$ cat src/rtl/mem_arbiter.sv
// Single-port RAM arbiter between instruction fetch and MEM-stage data access.
// Optional access counters (icnt/dcnt) are enabled by defining MEM_ARBITER_STATS_EN.
module mem_arbiter #(
    parameter int ADDR_W     = 32,
    parameter int WORD_W     = 32,
    parameter int STARVE_MAX = 4
) (
    input  logic              CLK,
    input  logic              nRST,
    input  logic              iREN,
    input  logic [ADDR_W-1:0] iaddr,
    output logic              iwait,
    output logic [WORD_W-1:0] iload,
    input  logic              dREN,
    input  logic              dWEN,
    input  logic [ADDR_W-1:0] daddr,
    input  logic [WORD_W-1:0] dstore,
    output logic              dwait,
    output logic [WORD_W-1:0] dload,
    output logic              ramREN,
    output logic              ramWEN,
    output logic [ADDR_W-1:0] ramaddr,
    output logic [WORD_W-1:0] ramstore,
`ifdef MEM_ARBITER_STATS_EN
    output logic [15:0]       icnt,
    output logic [15:0]       dcnt,
`endif
    input  logic [WORD_W-1:0] ramload,
    input  logic              ramready
);

    typedef enum logic [1:0] {
        IDLE = 2'd0,
        DGNT = 2'd1,
        IGNT = 2'd2
    } state_t;

    localparam logic [3:0] SMAX = 4'(STARVE_MAX);

    state_t     state_r, state_s;
    logic [3:0] scnt_r, scnt_s;
    logic       dreq_s, dcomp_s, icomp_s;

    assign dreq_s = dREN | dWEN;
    assign iload  = ramload;
    assign dload  = ramload;

    // State and starve counter registers.
    always_ff @(posedge CLK) begin
        if (!nRST) begin
            state_r <= IDLE;
            scnt_r  <= 4'd0;
        end else begin
            state_r <= state_s;
            scnt_r  <= scnt_s;
        end
    end

    // Next-state, RAM strobes and stall outputs.
    always_comb begin
        state_s  = state_r;
        ramREN   = 1'b0;
        ramWEN   = 1'b0;
        ramaddr  = {ADDR_W{1'b0}};
        ramstore = {WORD_W{1'b0}};
        iwait    = iREN;
        dwait    = dreq_s;
        dcomp_s  = 1'b0;
        icomp_s  = 1'b0;
        case (state_r)
            IDLE: begin
                // Starvation guard outranks the normal data-first priority.
                if (iREN && (scnt_r == SMAX)) begin
                    state_s = IGNT;
                end else if (dreq_s) begin
                    state_s = DGNT;
                end else if (iREN) begin
                    state_s = IGNT;
                end else begin
                    state_s = IDLE;
                end
            end
            DGNT: begin
                ramaddr  = daddr;
                ramstore = dstore;
                ramWEN   = dWEN;
                ramREN   = dREN & ~dWEN;
                dwait    = ~ramready;
                if (ramready) begin
                    dcomp_s = 1'b1;
                    state_s = IDLE;
                end else if (!dreq_s) begin
                    state_s = IDLE;
                end else begin
                    state_s = DGNT;
                end
            end
            IGNT: begin
                ramaddr = iaddr;
                ramREN  = 1'b1;
                iwait   = ~ramready;
                if (ramready) begin
                    icomp_s = 1'b1;
                    state_s = IDLE;
                end else if (!iREN) begin
                    state_s = IDLE;
                end else begin
                    state_s = IGNT;
                end
            end
            default: begin
                state_s = IDLE;
            end
        endcase
    end

    // Starve counter: counts data wins over a waiting fetch, saturating.
    always_comb begin
        scnt_s = scnt_r;
        if (dcomp_s) begin
            if (iREN) begin
                scnt_s = (scnt_r < SMAX) ? (scnt_r + 4'd1) : SMAX;
            end else begin
                scnt_s = 4'd0;
            end
        end else if (icomp_s) begin
            scnt_s = 4'd0;
        end else begin
            scnt_s = scnt_r;
        end
    end

`ifdef MEM_ARBITER_STATS_EN
    logic [15:0] icnt_r, dcnt_r;

    // Saturating completion counters; aborts never reach a completion.
    always_ff @(posedge CLK) begin
        if (!nRST) begin
            icnt_r <= 16'd0;
            dcnt_r <= 16'd0;
        end else begin
            if (icomp_s && (icnt_r != 16'hFFFF)) begin
                icnt_r <= icnt_r + 16'd1;
            end
            if (dcomp_s && (dcnt_r != 16'hFFFF)) begin
                dcnt_r <= dcnt_r + 16'd1;
            end
        end
    end

    assign icnt = icnt_r;
    assign dcnt = dcnt_r;
`endif

endmodule

$ cat config.mk
export PLATFORM = sky130hd
export DESIGN_NAME = mem_arbiter
export DESIGN_NICKNAME = d
export VERILOG_FILES = /design/src/rtl/mem_arbiter.sv
export SDC_FILE = /design/constraint.sdc
export NUM_CORES = 1
export LEC_CHECK = 0
export CORE_AREA = 2 2 104 106
export DETAILED_ROUTE_END_ITERATION = 10
export DIE_AREA = 0 0 106 108
export PLACE_DENSITY = 0.59
export SKIP_LAST_GASP = 1
export SYNTH_ARGS = -nofsm -noshare
export SYNTH_HDL_FRONTEND = slang
export SYNTH_SLANG_ARGS = --single-unit
$ cat constraint.sdc
create_clock -name CLK -period 3.85 [get_ports CLK]
set_input_delay 0.77 -clock CLK [delete_from_list [all_inputs] [get_ports CLK]]
set_output_delay 0.77 -clock CLK [all_outputs]
set_load 0.05 [all_outputs]
==> results of run 1 <==
## flip-flops by register name, summed over array words and instances, names as in the netlist
name / count
state_r: 2
scnt_r: 4
## power groups by stage
stage | combinational (mW) | sequential (mW) | clock, mW
final | 0.407 | 0.0658 | 0.0930
after global routing | 0.431 | 0.0661 | 0.0998
after CTS | 0.410 | 0.0658 | 0.0962
after detailed placement | 0.409 | 0.0668 | 0
after global placement | 0.407 | 0.0666 | 0
after floorplan | 0.398 | 0.0664 | 0
## cells by family (layout without fill, tap and decap cells)
family	after synthesis	in the layout	synth area share, %
simple gates	84	84	32.0
flops	6	6	7.52
fa+ha+maj	6	6	4.70
buf+inv	84	182	36.6
compound gates	42	42	19.2
## Yosys cell counts, types with 4 or more instances
cell type and instances:
ha_1 6, a21oi_1 4, buf_2 5, clkbuf_1 5, nor2b_1 34, and2_1 33, nor2_1 5, dfxtp_1 6
inv_1 5, a22oi_1 32, buf_4 68
## worst min-delay path by stage
| stage | cells past startpoint | endpoint | slack [ns] | start |
|---|---|---|---|---|
| 6_report | 2 | scnt_r[0] | 0.46 | scnt_r[0] |
| 4_1_cts | 2 | scnt_r[0] | 0.47 | scnt_r[0] |
| 5_1_grt | 2 | scnt_r[0] | 0.50 | scnt_r[0] |
| 3_3_place_gp | 2 | scnt_r[0] | 0.46 | scnt_r[0] |
| 3_5_place_dp | 2 | scnt_r[0] | 0.46 | scnt_r[0] |
| 2_1_floorplan | 2 | scnt_r[0] | 0.45 | scnt_r[0] |
## cells in the final DEF, fill, tap and decap left out, drive strengths merged
master and instances:
nand3b 1, nand2 2, a22oi 32, nor3 2
ha 6, nor2b 34, dfxtp 6, nand2b 1
o21ai 1, nand4b 1, a21oi 4, o31ai 1
inv 5, buf 6, o21a 1, a32oi 1
nand3 2, and3 2, nor2 5, a21boi 1
a31oi 1, clkbuf 3, or2 1, and2 33
clkdlybuf4s50 168
## area by class of cell
cell class                 count  area (µm²)
fill                        1081        7260
timing repair buffer         174        1730
multi-input combinational    132         896
tap                          136         170
sequential                     6         120
clock buffer                   3        41.3
inverter                       5        18.8
## layer usage
metal	wire (µm)	part of all wire (%)
met5	0	0
met4	161	2.8
met3	502	8.7
met2	3160	54
met1	1980	34
## worst register-to-register path, delay by kind of cell (launching register included)
family | cells | cell delay [ns]
buf+inv | 3 | 0.61
fa+ha+maj | 1 | 0.33
flops | 1 | 0.31
simple gates | 2 | 0.30
compound gates | 1 | 0.10
## stage by stage
stage                     instances  instance area [µm²]  hold slack [ns]
after global routing            456                 2970            0.503
after floorplan                 222                 1600            0.448
after CTS                       456                 2970            0.470
after global placement          453                 2930            0.458
final                           456                 2970            0.463
after detailed placement        453                 2930            0.465
==> results.ini, run 1 <==
[sta]
rsz0062_at_grt=no
worst_slew_pin_slew_ns=0.527
setup_viol=0
finalHoldViolCount=0
setup_slack_ns=0.631
fmax_ghz=0.311
tns_ns=0
fin_crit_sh_pct=83.6
period_needed_ns=3.22
slew_violations=0
maxSlewHeadroom_pct=64.8
fin_worst_skew_ns=0.00140

[route]
drc=0
drt_first_pass_iters=4
vias_per_cell=3.92
wl_per_cell_um=12.7
drt-initial-drc-count=105
ant_nets=0
routed_wl_um=5800
via_count=1789

[power_and_ir_drop]
pwr-share-seq_pct=11.6
power.leakage_nw=1.03
internal_power_uw=324
power_frac_comb_pct=71.9
finalPower_uw=566
ir_drop_v=0.000187
p_switching_uw=242
p_sw_share_pct=42.7
p_per_area_nw_per_um2=190
pwr-share-clk_pct=16.4

[floorplan]
dieArea_um2=11400
die_w_um=106
core_area_um2=10200
initial_core_util_pct=15.6
rows=37
top_level_ports=266
die_y_um=108

[setup_path]
crit_type=flop to output port
r2r_end=scnt_r[1]
cp_max_fo=32
worstPathRequired_ns=3.08
ff2ff_setup_slack_ns=2.12
crit_chain=inv_1 > ha_1 > buf_4 > a22oi_1 > nor2b_1 > clkdlybuf4s50_1
crit_buf_inv=3
cp-startpoint=state_r[0]
path_delay_family=buffers and inverters
startpoint_type=flop
r2r-start=state_r[1]
endpoint=ramaddr[20]
rr_worst_depth=7
end_kind=output port
critical_path.slowest_cell=clkdlybuf4s50_1
cp.depth=6
cp.arrival_ns=2.45
slowest_delay_ns=0.81

[grt]
grt_pass1_vias=1858
grt_pass1_wl_um=8810
grt_max_degree=34
met2_usage_pct=18.8
grt_antenna_before_repair=0
grt_overflow=0
gr-max-usage-layer=met2
use_met3_pct=2.35
grt.total_usage_pct=9.19
met1_usage_pct=8.50

[finish]
nets=462
fin_util_pct=29.1
diodes=0
area_growth_pct=86.1
drive_gt1_share_pct=3.75

[yosys]
synth_warnings=0
synth_nets=362
synth_largest_area_cell=buf_4
synthArstFlopShare_pct=0
synth_edf_count=0
synth.yosys.seq_area_share_pct=7.52
synthFlopType=dfxtp_1
synthCells=222
syn_area_um2=1600
netlist-cell-type-count=27
synth_top_area_share_pct=31.9
syn_avg_cell_area_um2=7.20
ys_seq_elements=6
ys_top_cells_by_area=buf_4 32%, a22oi_1 15%, nor2b_1 13%

[clock_network]
cts.sinks=6
cts_setup_buffers=0
ctsLongestPathBuffers=2
cts_tree=done
clk_pin_slew_ns=0.03
cts_htree_levels=1
hold_buffers=0
clk_latency_ns=0.22
cts_root_buffer=clkbuf_8
cts_resized=0
cts_made_buffers=3

[placed_design]
dp_hpwl_um=4720
dp_slack_ns=0.735
io_buffers=169
place_congestion=0.749

[hold_path]
min_path_type=flop to flop

[run]
cap_violations=0

[status]
status=complete, no violations

Note: power is estimated with default switching activity, not from simulation.
==> run 2: changes to the inputs <==
--- a/config.mk
+++ b/config.mk
@@ -5,10 +5,10 @@
 export SDC_FILE = /design/constraint.sdc
 export NUM_CORES = 1
 export LEC_CHECK = 0
-export CORE_AREA = 2 2 104 106
+export CORE_AREA = 2 2 102 104
 export DETAILED_ROUTE_END_ITERATION = 10
-export DIE_AREA = 0 0 106 108
-export PLACE_DENSITY = 0.59
+export DIE_AREA = 0 0 104 106
+export PLACE_DENSITY = 0.61
 export SKIP_LAST_GASP = 1
 export SYNTH_ARGS = -nofsm -noshare
 export SYNTH_HDL_FRONTEND = slang
==> constraint.sdc (replaced) <==
create_clock -name CLK -period 3 [get_ports CLK]
set_input_delay 0.6 -clock CLK [delete_from_list [all_inputs] [get_ports CLK]]
set_output_delay 0.6 -clock CLK [all_outputs]
set_load 0.05 [all_outputs]
==> results.ini, run 2 (synthesis gave the netlist of run 1 again) <==
[floorplan]
die_w_um=104
initial_core_util_pct=16.0
top_level_ports=266
dieArea_um2=11000
core_area_um2=10000
rows=37
die_y_um=106

[hold_path]
min_path_type=flop to flop
min_to=scnt_r[0]
hold_path_depth=2
worstHoldStart=scnt_r[0]

[clock_network]
cts.sinks=6
clk_pin_slew_ns=0.04
cts_setup_buffers=0
clk_latency_ns=0.22
cts_tree=done
ctsLongestPathBuffers=2
hold_buffers=0
cts_resized=0
cts_made_buffers=3
cts_root_buffer=clkbuf_8
cts_htree_levels=1

[setup_path]
path_delay_family=buffers and inverters
startpoint_type=flop
r2r_end=scnt_r[1]
crit_chain=inv_1 > ha_2 > and2_1 > clkdlybuf4s50_1
ff2ff_setup_slack_ns=1.16
crit_buf_inv=2
critical_path.slowest_cell=clkdlybuf4s50_1
cp.arrival_ns=2.14
crit_type=flop to output port
cp_max_fo=34
r2r-start=state_r[1]
rr_worst_depth=6
slowest_delay_ns=0.81
end_kind=output port
worstPathRequired_ns=2.40

[sta]
fin_worst_skew_ns=0.000884
tns_ns=0
worst_slew_pin_slew_ns=0.514
setup_viol=0
slew_violations=0
fmax_ghz=0.364
setup_slack_ns=0.256
finalHoldViolCount=0
whs_ns=0.469
rsz0062_at_grt=no
maxSlewHeadroom_pct=65.6
period_needed_ns=2.74
fin_crit_sh_pct=91.5

[finish]
largestRegisters=scnt_r (4), state_r (2)
nFillCells=1039
diodes=0
fin_area_um2=3320
largest_reg_flops=4
stdcell_count=456
fin_util_pct=33.2
area_growth_pct=108
multi_input_area_um2=896
top_register=scnt_r
nets=462
regArea_um2=120
final_common_cell=clkdlybuf4s50_1
final_cell_mix=130 x clkdlybuf4s50_1, 35 x buf_12, 34 x nor2b_1
drive_gt1_share_pct=15.6

[route]
ant_nets=0
wl_per_cell_um=13.8
drc=0
routed_wl_um=6290
vias_per_cell=3.88
drt_first_pass_iters=4
via_count=1770
drt-initial-drc-count=67

[status]
status=complete, no violations

[power_and_ir_drop]
pwr-share-clk_pct=15.4
internal_power_uw=455
power.leakage_nw=1.20
pwr-share-seq_pct=10.8
p_per_area_nw_per_um2=235
p_switching_uw=324
p_sw_share_pct=41.6
ir_drop_v=0.000174
power_frac_comb_pct=73.7
finalPower_uw=779

[placed_design]
io_buffers=169
place_area_um2=3270
place_congestion=0.722
dp_slack_ns=0.402
dp_hpwl_um=5140
post-place-cells=453

[grt]
grt_antenna_before_repair=0
grt_pass1_vias=1755
grt_pass1_wl_um=9650
grt.total_usage_pct=10.7
grt_max_degree=35
grt_overflow=0

[run]
cap_violations=0

==> run 2: changes by cell type in the layout (fill, tap and decap cells not counted), sizes merged <==
cell / before / now
clkdlybuf4s50: 168 / 130
buf: 6 / 44
==> run 2: power groups by stage <==
stage | clock network, mW | logic, mW | registers (mW)
5_1_grt | 0.127 | 0.604 | 0.0845
2_1_floorplan | 0 | 0.510 | 0.0852
4_1_cts | 0.124 | 0.581 | 0.0844
6_report | 0.120 | 0.574 | 0.0844
3_5_place_dp | 0 | 0.579 | 0.0857
3_3_place_gp | 0 | 0.576 | 0.0854
==> run 2: area by class of cell <==
cell class,instances,area share [%]
timing repair buffer,174,62.4
clock buffer,3,1.25
multi-input combinational,132,27.0
tap,136,5.13
inverter,5,0.566
sequential,6,3.62
==> run 2: tightest hold or removal path: cells and delay by family (launching register included) <==
family             cells  cell delay [ns]
AOI/OAI and AO/OA      1             0.05
and+or+nand+nor        1             0.06
DFF                    1             0.31
==> run 2: how the worst max path moves through the flow <==
stage | cells after the start | from | endpoint | slack (ns)
floorplan | 6 | state_r[1] | dwait | 0.66
global placement | 3 | dstore[9] | ramstore[9] | 0.42
detailed placement | 3 | dstore[2] | ramstore[2] | 0.40
CTS | 4 | state_r[1] | ramstore[24] | 0.22
global route | 4 | state_r[1] | ramstore[24] | 0.12
finish | 4 | state_r[1] | ramstore[29] | 0.26
==> run 2: routing by layer <==
layer	vias up	global-route usage (%)	part of all wire, %
li1	872	-	-
met1	779	12.4	40
met2	114	19.4	50
met3	5	3.49	9.1
met4	0	2.03	0.30
met5	-	0	0
==> run 3: changes to the inputs <==
--- a/config.mk
+++ b/config.mk
@@ -5,9 +5,11 @@
 export SDC_FILE = /design/constraint.sdc
 export NUM_CORES = 1
 export LEC_CHECK = 0
+export ABC_AREA = 0
 export CORE_AREA = 2 2 102 104
 export DETAILED_ROUTE_END_ITERATION = 10
 export DIE_AREA = 0 0 104 106
+export MAX_ROUTING_LAYER = met4
 export PLACE_DENSITY = 0.61
 export SKIP_LAST_GASP = 1
 export SYNTH_ARGS = -nofsm -noshare
==> results.ini, run 3 (synthesis gave the netlist of run 1 again) <==
[grt]
use_met3_pct=3.56
grt_pass1_vias=1751
met2_usage_pct=19.4
grt_antenna_before_repair=0
grt_pass1_wl_um=9660
met1_usage_pct=12.4
grt.total_usage_pct=11.0
grt_overflow=0
gr-max-usage-layer=met2
grt_max_degree=35

[sta]
maxSlewHeadroom_pct=65.6
finalHoldViolCount=0
period_needed_ns=2.74
fmax_ghz=0.364
tns_ns=0
fin_worst_skew_ns=0.000594
whs_ns=0.468
rsz0062_at_grt=no
setup_viol=0
fin_crit_sh_pct=91.5
worst_slew_pin_slew_ns=0.514
slew_violations=0

[finish]
nets=462
final_cell_mix=130 x clkdlybuf4s50_1, 35 x buf_12, 34 x nor2b_1
largest_reg_flops=4
stdcell_count=456
top_register=scnt_r
area_growth_pct=108
final_common_cell=clkdlybuf4s50_1
largestRegisters=scnt_r (4), state_r (2)
nFillCells=1039
fin_util_pct=33.2
drive_gt1_share_pct=15.6
diodes=0
fin_area_um2=3320

[route]
drt_first_pass_iters=4
drt-initial-drc-count=65
ant_nets=0
via_count=1772
routed_wl_um=6280
vias_per_cell=3.89
wl_per_cell_um=13.8
drc=0

[floorplan]
die_y_um=106
rows=37
die_w_um=104
core_area_um2=10000
initial_core_util_pct=16.0
top_level_ports=266
dieArea_um2=11000

[clock_network]
cts_resized=0
cts.sinks=6
cts_tree=done
cts_made_buffers=3
ctsLongestPathBuffers=2
hold_buffers=0
cts_htree_levels=1
clk_pin_slew_ns=0.04
clk_latency_ns=0.22
cts_root_buffer=clkbuf_8
cts_setup_buffers=0

[run]
cap_violations=0

[setup_path]
crit_type=flop to output port
worstPathRequired_ns=2.40
end_kind=output port
cp.arrival_ns=2.14
cp_max_fo=34
ff2ff_setup_slack_ns=1.16
cp-startpoint=state_r[1]
startpoint_type=flop
r2r-start=state_r[1]

[placed_design]
dp_hpwl_um=5140
place_congestion=0.730
place_area_um2=3270
post-place-cells=453
io_buffers=169

[hold_path]
worstHoldStart=scnt_r[0]
min_path_type=flop to flop

[power_and_ir_drop]
ir_drop_v=0.000174
power.leakage_nw=1.20
p_per_area_nw_per_um2=235

[status]
status=complete, no violations

==> run 3: cell counts in the layout (fill, tap and decap cells not counted) <==
No cell type changed its count.
==> run 3: routing by layer <==
metal | wire length, µm | up-vias
met5 | 0 | -
met4 | 19 | 0
met3 | 560 | 5
met2 | 3160 | 114
met1 | 2540 | 781
li1 | - | 872
==> run 3: area by class of cell <==
class / instances / area, µm² / share of cell area [%]
repair buffers: 174 / 2070 / 62.4
multi-input cells: 132 / 896 / 27.0
well taps: 136 / 170 / 5.13
flip-flops and latches: 6 / 120 / 3.62
clock buffers: 3 / 41.3 / 1.25
inverters: 5 / 18.8 / 0.566
==> run 3: critical path, stage by stage, from the launching register on <==
cell and delay [ns]:
dfxtp_1 0.32, inv_1 0.08, ha_2 0.50, and2_1 0.21
clkdlybuf4s50_1 0.81
==> run 3: metrics by stage <==
step                      setup slack [ns]  total power [mW]
after floorplan                      0.662             0.595
after global routing                 0.122             0.818
after detailed placement             0.402             0.664
after global placement               0.425             0.662
after CTS                            0.216             0.790
final                                0.256             0.779
==> run 3: where the power goes <==
group          internal, mW  switching [mW]  leakage [nW]  total [mW]
Combinational         0.286           0.288          1.13       0.574
Sequential           0.0826         0.00182        0.0487      0.0844
Clock                0.0861          0.0337        0.0216       0.120
==> run 3: path summary, 6_finish.rpt <==
check / endpoint / cells past startpoint
max: ramstore[29] / 4
min: scnt_r[0] / 2
max reg2reg: scnt_r[1] / 6
min reg2reg: scnt_r[0] / 2
